`src/rtl/multicycle_ctrl.sv`:
```
// rtl/multicycle_ctrl.sv - multicycle MIPS-subset control FSM
// Moore outputs, except for the mem_ready gating in FETCH and the zero-driven branch enable.
module multicycle_ctrl (
    input  logic       clk,
    input  logic       rst_n,
    input  logic [5:0] op,
    input  logic [5:0] funct,
    input  logic       zero,
    input  logic       mem_ready,
    output logic       pc_en,
    output logic       IorD,
    output logic       ALUSrcA,
    output logic       MemRead,
    output logic       MemWrite,
    output logic       IRWrite,
    output logic       RegWrite,
    output logic [1:0] RegDst,
    output logic [1:0] MemtoReg,
    output logic [1:0] ALUSrcB,
    output logic [1:0] PCSource,
    output logic [1:0] ALUOp,
    output logic       illegal_op,
    output logic [3:0] state
);

    typedef enum logic [3:0] {
        S_RESET  = 4'd0,
        S_FETCH  = 4'd1,
        S_DECODE = 4'd2,
        S_MEMADR = 4'd3,
        S_MEMRD  = 4'd4,
        S_MEMWB  = 4'd5,
        S_MEMWR  = 4'd6,
        S_REX    = 4'd7,
        S_RWB    = 4'd8,
        S_BRANCH = 4'd9,
        S_JUMP   = 4'd10,
        S_AEX    = 4'd11,
        S_AWB    = 4'd12,
        S_JAL    = 4'd13,
        S_JR     = 4'd14,
        S_UNUSED = 4'd15
    } state_t;

    localparam logic [5:0] OP_RTYPE = 6'b000000;
    localparam logic [5:0] OP_J     = 6'b000010;
    localparam logic [5:0] OP_JAL   = 6'b000011;
    localparam logic [5:0] OP_BEQ   = 6'b000100;
    localparam logic [5:0] OP_BNE   = 6'b000101;
    localparam logic [5:0] OP_ADDI  = 6'b001000;
    localparam logic [5:0] OP_LW    = 6'b100011;
    localparam logic [5:0] OP_SW    = 6'b101011;
    localparam logic [5:0] FN_JR    = 6'b001000;

    state_t state_q;
    state_t state_d;

    always_ff @(posedge clk or negedge rst_n) begin
        if (!rst_n) begin
            state_q <= S_RESET;
        end else begin
            state_q <= state_d;
        end
    end

    assign state = state_q;

    always_comb begin
        state_d    = S_FETCH;
        pc_en      = 1'b0;
        IorD       = 1'b0;
        ALUSrcA    = 1'b0;
        MemRead    = 1'b0;
        MemWrite   = 1'b0;
        IRWrite    = 1'b0;
        RegWrite   = 1'b0;
        RegDst     = 2'd0;
        MemtoReg   = 2'd0;
        ALUSrcB    = 2'd0;
        PCSource   = 2'd0;
        ALUOp      = 2'b00;
        illegal_op = 1'b0;

        case (state_q)
            S_RESET: state_d = S_FETCH;
            S_FETCH: begin
                MemRead = 1'b1;
                ALUSrcB = 2'd1;
                IRWrite = mem_ready;
                pc_en   = mem_ready;
                state_d = mem_ready ? S_DECODE : S_FETCH;
            end
            S_DECODE: begin
                ALUSrcB = 2'd3;
                case (op)
                    OP_LW, OP_SW:   state_d = S_MEMADR;
                    OP_RTYPE:       state_d = (funct == FN_JR) ? S_JR : S_REX;
                    OP_BEQ, OP_BNE: state_d = S_BRANCH;
                    OP_ADDI:        state_d = S_AEX;
                    OP_J:           state_d = S_JUMP;
                    OP_JAL:         state_d = S_JAL;
                    default: begin
                        state_d    = S_FETCH;
                        illegal_op = 1'b1;
                    end
                endcase
            end
            S_MEMADR: begin
                ALUSrcA = 1'b1;
                ALUSrcB = 2'd2;
                if (op == OP_LW) begin
                    state_d = S_MEMRD;
                end else if (op == OP_SW) begin
                    state_d = S_MEMWR;
                end
            end
            S_MEMRD: begin
                IorD    = 1'b1;
                MemRead = 1'b1;
                state_d = mem_ready ? S_MEMWB : S_MEMRD;
            end
            S_MEMWB: begin
                MemtoReg = 2'd1;
                RegWrite = 1'b1;
            end
            S_MEMWR: begin
                IorD     = 1'b1;
                MemWrite = 1'b1;
                state_d  = mem_ready ? S_FETCH : S_MEMWR;
            end
            S_REX: begin
                ALUSrcA = 1'b1;
                ALUOp   = 2'b10;
                state_d = S_RWB;
            end
            S_RWB: begin
                RegDst   = 2'd1;
                RegWrite = 1'b1;
            end
            S_AEX: begin
                ALUSrcA = 1'b1;
                ALUSrcB = 2'd2;
                state_d = S_AWB;
            end
            S_AWB: RegWrite = 1'b1;
            S_BRANCH: begin
                ALUSrcA  = 1'b1;
                ALUOp    = 2'b01;
                PCSource = 2'd1;
                if (op == OP_BEQ) begin
                    pc_en = zero;
                end else if (op == OP_BNE) begin
                    pc_en = ~zero;
                end
            end
            S_JUMP: begin
                PCSource = 2'd2;
                pc_en    = 1'b1;
            end
            // $31 takes the PC value before this edge's load, i.e. PC+4
            S_JAL: begin
                PCSource = 2'd2;
                pc_en    = 1'b1;
                RegDst   = 2'd2;
                MemtoReg = 2'd2;
                RegWrite = 1'b1;
            end
            S_JR: begin
                ALUSrcA = 1'b1;
                ALUOp   = 2'b11;
                pc_en   = 1'b1;
            end
            default: state_d = S_FETCH;
        endcase
    end

endmodule

```
`config.mk`:
```
export PLATFORM = sky130hd
export DESIGN_NAME = multicycle_ctrl
export DESIGN_NICKNAME = d
export VERILOG_FILES = /design/src/rtl/multicycle_ctrl.sv
export SDC_FILE = /design/constraint.sdc
export NUM_CORES = 1
export LEC_CHECK = 0
export BUFFER_PORTS_ARGS = -buffer_cell sky130_fd_sc_hd__buf_2
export CAP_MARGIN = 20
export CORE_UTILIZATION = 45
export CTS_CLUSTER_SIZE = 30
export DETAILED_ROUTE_END_ITERATION = 10
export GPL_TIMING_DRIVEN = 0
export PLACE_DENSITY = 0.89
export RECOVER_POWER = 25
export SETUP_SLACK_MARGIN = 0.4
export SYNTH_ARGS = -nofsm -noshare
export SYNTH_HDL_FRONTEND = slang
export SYNTH_SLANG_ARGS = --single-unit
```
`constraint.sdc`:
```
create_clock -name clk -period 3.39 [get_ports clk]
set_clock_uncertainty 0.2 [all_clocks]
set_input_delay 0.678 -clock clk [delete_from_list [all_inputs] [get_ports clk]]
set_output_delay 0.678 -clock clk [all_outputs]
set_load 0.01 [all_outputs]
```
==> results.yml <==
cts:
  cts.repair.resized: 0
  cts_tree: "built"
  path_clk_slew_ns: 0.04
  cts_buffer_depth: 2
  cts.sinks: 4
  cts-root-buf: "clkbuf_4"
  postCtsHoldBufs: 0
  post-cts-setup-buffers: 0
  clk_latency_ns: 0.23
  htreeDepth: 1
  numCtsBuffers: 3
sta:
  min_period_ns: 2.63
  rsz0062_at_grt: "false"
  finalHoldViolations: 0
  relSlewSlack_pct: 71.1
  fmax_mhz: 380
  drv_slew: 0
  fin_crit_sh_pct: 77.5
  final-setup-viol-count: 0
  setup_tns_ns: 0
  whs_ns: 0.0622
  tightest_slew_ns: 0.434
setup_path:
  r2r_end: "state[3]"
  required_ns: 2.51
  crit_arrival_ns: 1.75
  crit_top_cell: "buf_2"
  worstSetupStartpoint: "op[3]"
  path_cells: "buf_2, or3_1, nor3b_1, nand3_1, o211ai_1, buf_2"
  crit_family: "simple AND/OR/NAND/NOR gates"
  crit_buf_inv: 2
  r2r_slack_ns: 1.70
  reg2reg_depth: 4
  critPathCapture: "pc_en"
  r2r_start: "state[2]"
  cp-end-kind: "primary output"
  slowest_delay_ns: 0.42
  start_kind: "primary input"
  slowest_stage: "or3_1"
  critical_path_class: "in2out"
  cp_max_fo: 5
  cp.depth: 6
power:
  sw_frac_of_total_pct: 48.9
  seq_power_share_pct: 18.3
  powerDensity_nw_per_um2: 514
  p_clk_share_pct: 13.5
  combPwrFrac_pct: 68.3
  p_leak_nw: 0.420
  vdd_drop_max_mv: 0.264
  p_int_mw: 0.222
  p_sw_mw: 0.212
min_path:
  hp-class: "in2async"
run_status:
  status: "complete, no violations"
drt:
  wl_per_cell_microns: 12.3
  vias: 795
  drtIter0Drc: 31
  vias_per_cell: 5.64
  totalWireLength_microns: 1730
  ant_nets: 0
  drtPass1Iterations: 4
  drc: 0
placed_design:
  hpwlAfterDp_microns: 1390
  place.gp.congestion: 0.797
  port_buffers: 34
grt:
  antenna_found_initial: 0
  grt_max_degree: 11
  first_global_vias: 685
  grt_usage_pct: 26.1
  grt_pass1_wl_microns: 2780
  grt_remaining_overflow: 0
logic_synthesis:
  ys_types: 40
  synth-seq-area-share_pct: 15.7
  synth-edff-count: 0
  synthCells: 89
  syn-num-nets: 105
  synth_warnings: 0
  postSynth.asyncResetShare_pct: 100
  synth_area_sq_um: 639
  ys_ff_latch: 4
  ys.flop_type: "dfrtp_1"
  avgSynthCellArea_sq_um: 7.18
floorplanning:
  die_y_microns: 39.7
  core_area_sq_um: 1320
  rows: 13
  io_pins: 38
  fp.dieArea_sq_um: 1580
  initial_core_util_pct: 48.5
  die_x_microns: 39.7
final_layout:
  area_growth_pct: 32.3
  drive_gt1_share_pct: 38.1
  largest_register_ffs: 4
  fin_nets: 144
  n_antenna_cell: 0
  layout_common_cells: "34 x buf_2, 11 x nor2_1, 9 x nand2_1"
  layout_commonest_cell: "buf_2"
run:
  drv_cap: 0
==> cell type report <==
| cell class | instances | area (sq um) |
|---|---|---|
| Fill cell | 129 | 472 |
| Timing Repair Buffer | 34 | 166 |
| Inverter | 4 | 15.0 |
| Sequential cell | 4 | 100 |
| Buffer | 8 | 52.6 |
| Tap cell | 15 | 18.8 |
| Multi-Input combinational cell | 73 | 470 |
| Clock buffer | 3 | 22.5 |
==> worst register-to-register path: cells and delay by family, from the launching register on <==
kind / cells / cell delay, ns
and+or+nand+nor: 1 / 0.35
DFF: 1 / 0.42
AOI/OAI and AO/OA: 2 / 0.43
buffers and inverters: 1 / 0.20
==> metrics by stage <==
step	power [mW]	setup slack (ns)	area, sq um	util, %	cells
after detailed placement	0.379	0.770	828	62.9	138
after global placement	0.367	0.773	828	62.9	138
after global routing	0.482	0.649	846	64.2	141
after floorplan	0.279	0.986	639	-	89
after CTS	0.437	0.764	851	64.6	141
final	0.435	0.761	846	64.2	141
==> power groups by stage <==
stage | Clock (mW) | Sequential, mW | Combinational [mW]
floorplan | 0 | 0.0817 | 0.198
global placement | 0 | 0.0793 | 0.287
detailed placement | 0 | 0.0797 | 0.299
CTS | 0.0580 | 0.0792 | 0.300
global route | 0.0649 | 0.0827 | 0.334
finish | 0.0585 | 0.0796 | 0.297
==> cell families after synthesis <==
kind of cell | synth area share (%)
AOI/OAI and AO/OA | 26.0
DFF | 15.7
muxes | 1.57
buffers and inverters | 10.8
xor gates and xnor gates | 6.85
and+or+nand+nor | 39.1
==> synthesized netlist by cell type (2+ instances only) <==
cell type,count,area share (%)
a211o_1,2,2.7
inv_1,4,2.3
nand2_1,9,5.3
xor2_1,3,4.1
xnor2_1,2,2.7
nand3_1,3,2.3
dfrtp_1,4,16
or3_1,2,2.0
buf_2,3,2.3
or2b_2,2,2.7
o21ai_0,4,3.1
a21boi_0,2,2.3
and2_1,2,2.0
nor3_1,6,4.7
a21oi_1,2,1.6
nand2b_1,3,2.9
buf_6,2,3.5
nor3b_1,2,2.3
nor2_1,11,6.5
==> worst min-delay path by stage <==
stage	endpoint	slack, ns	cells past startpoint
after CTS	state[2]	0.04	1
after floorplan	state[0]	0.18	0
after global routing	state[2]	0.07	1
after global placement	state[0]	0.28	1
after detailed placement	state[0]	0.28	1
final	state[2]	0.06	1
==> per-layer routing <==
metal / track usage (%) / vias to the layer above / part of all wire (%)
met5: 0 / - / 0
met4: 9.48 / 0 / 2.0
met3: 4.55 / 6 / 5.7
met2: 49.2 / 37 / 52
met1: 28.2 / 357 / 41
li1: - / 395 / -
No activity file was read; power rests on OpenSTA's default activity.
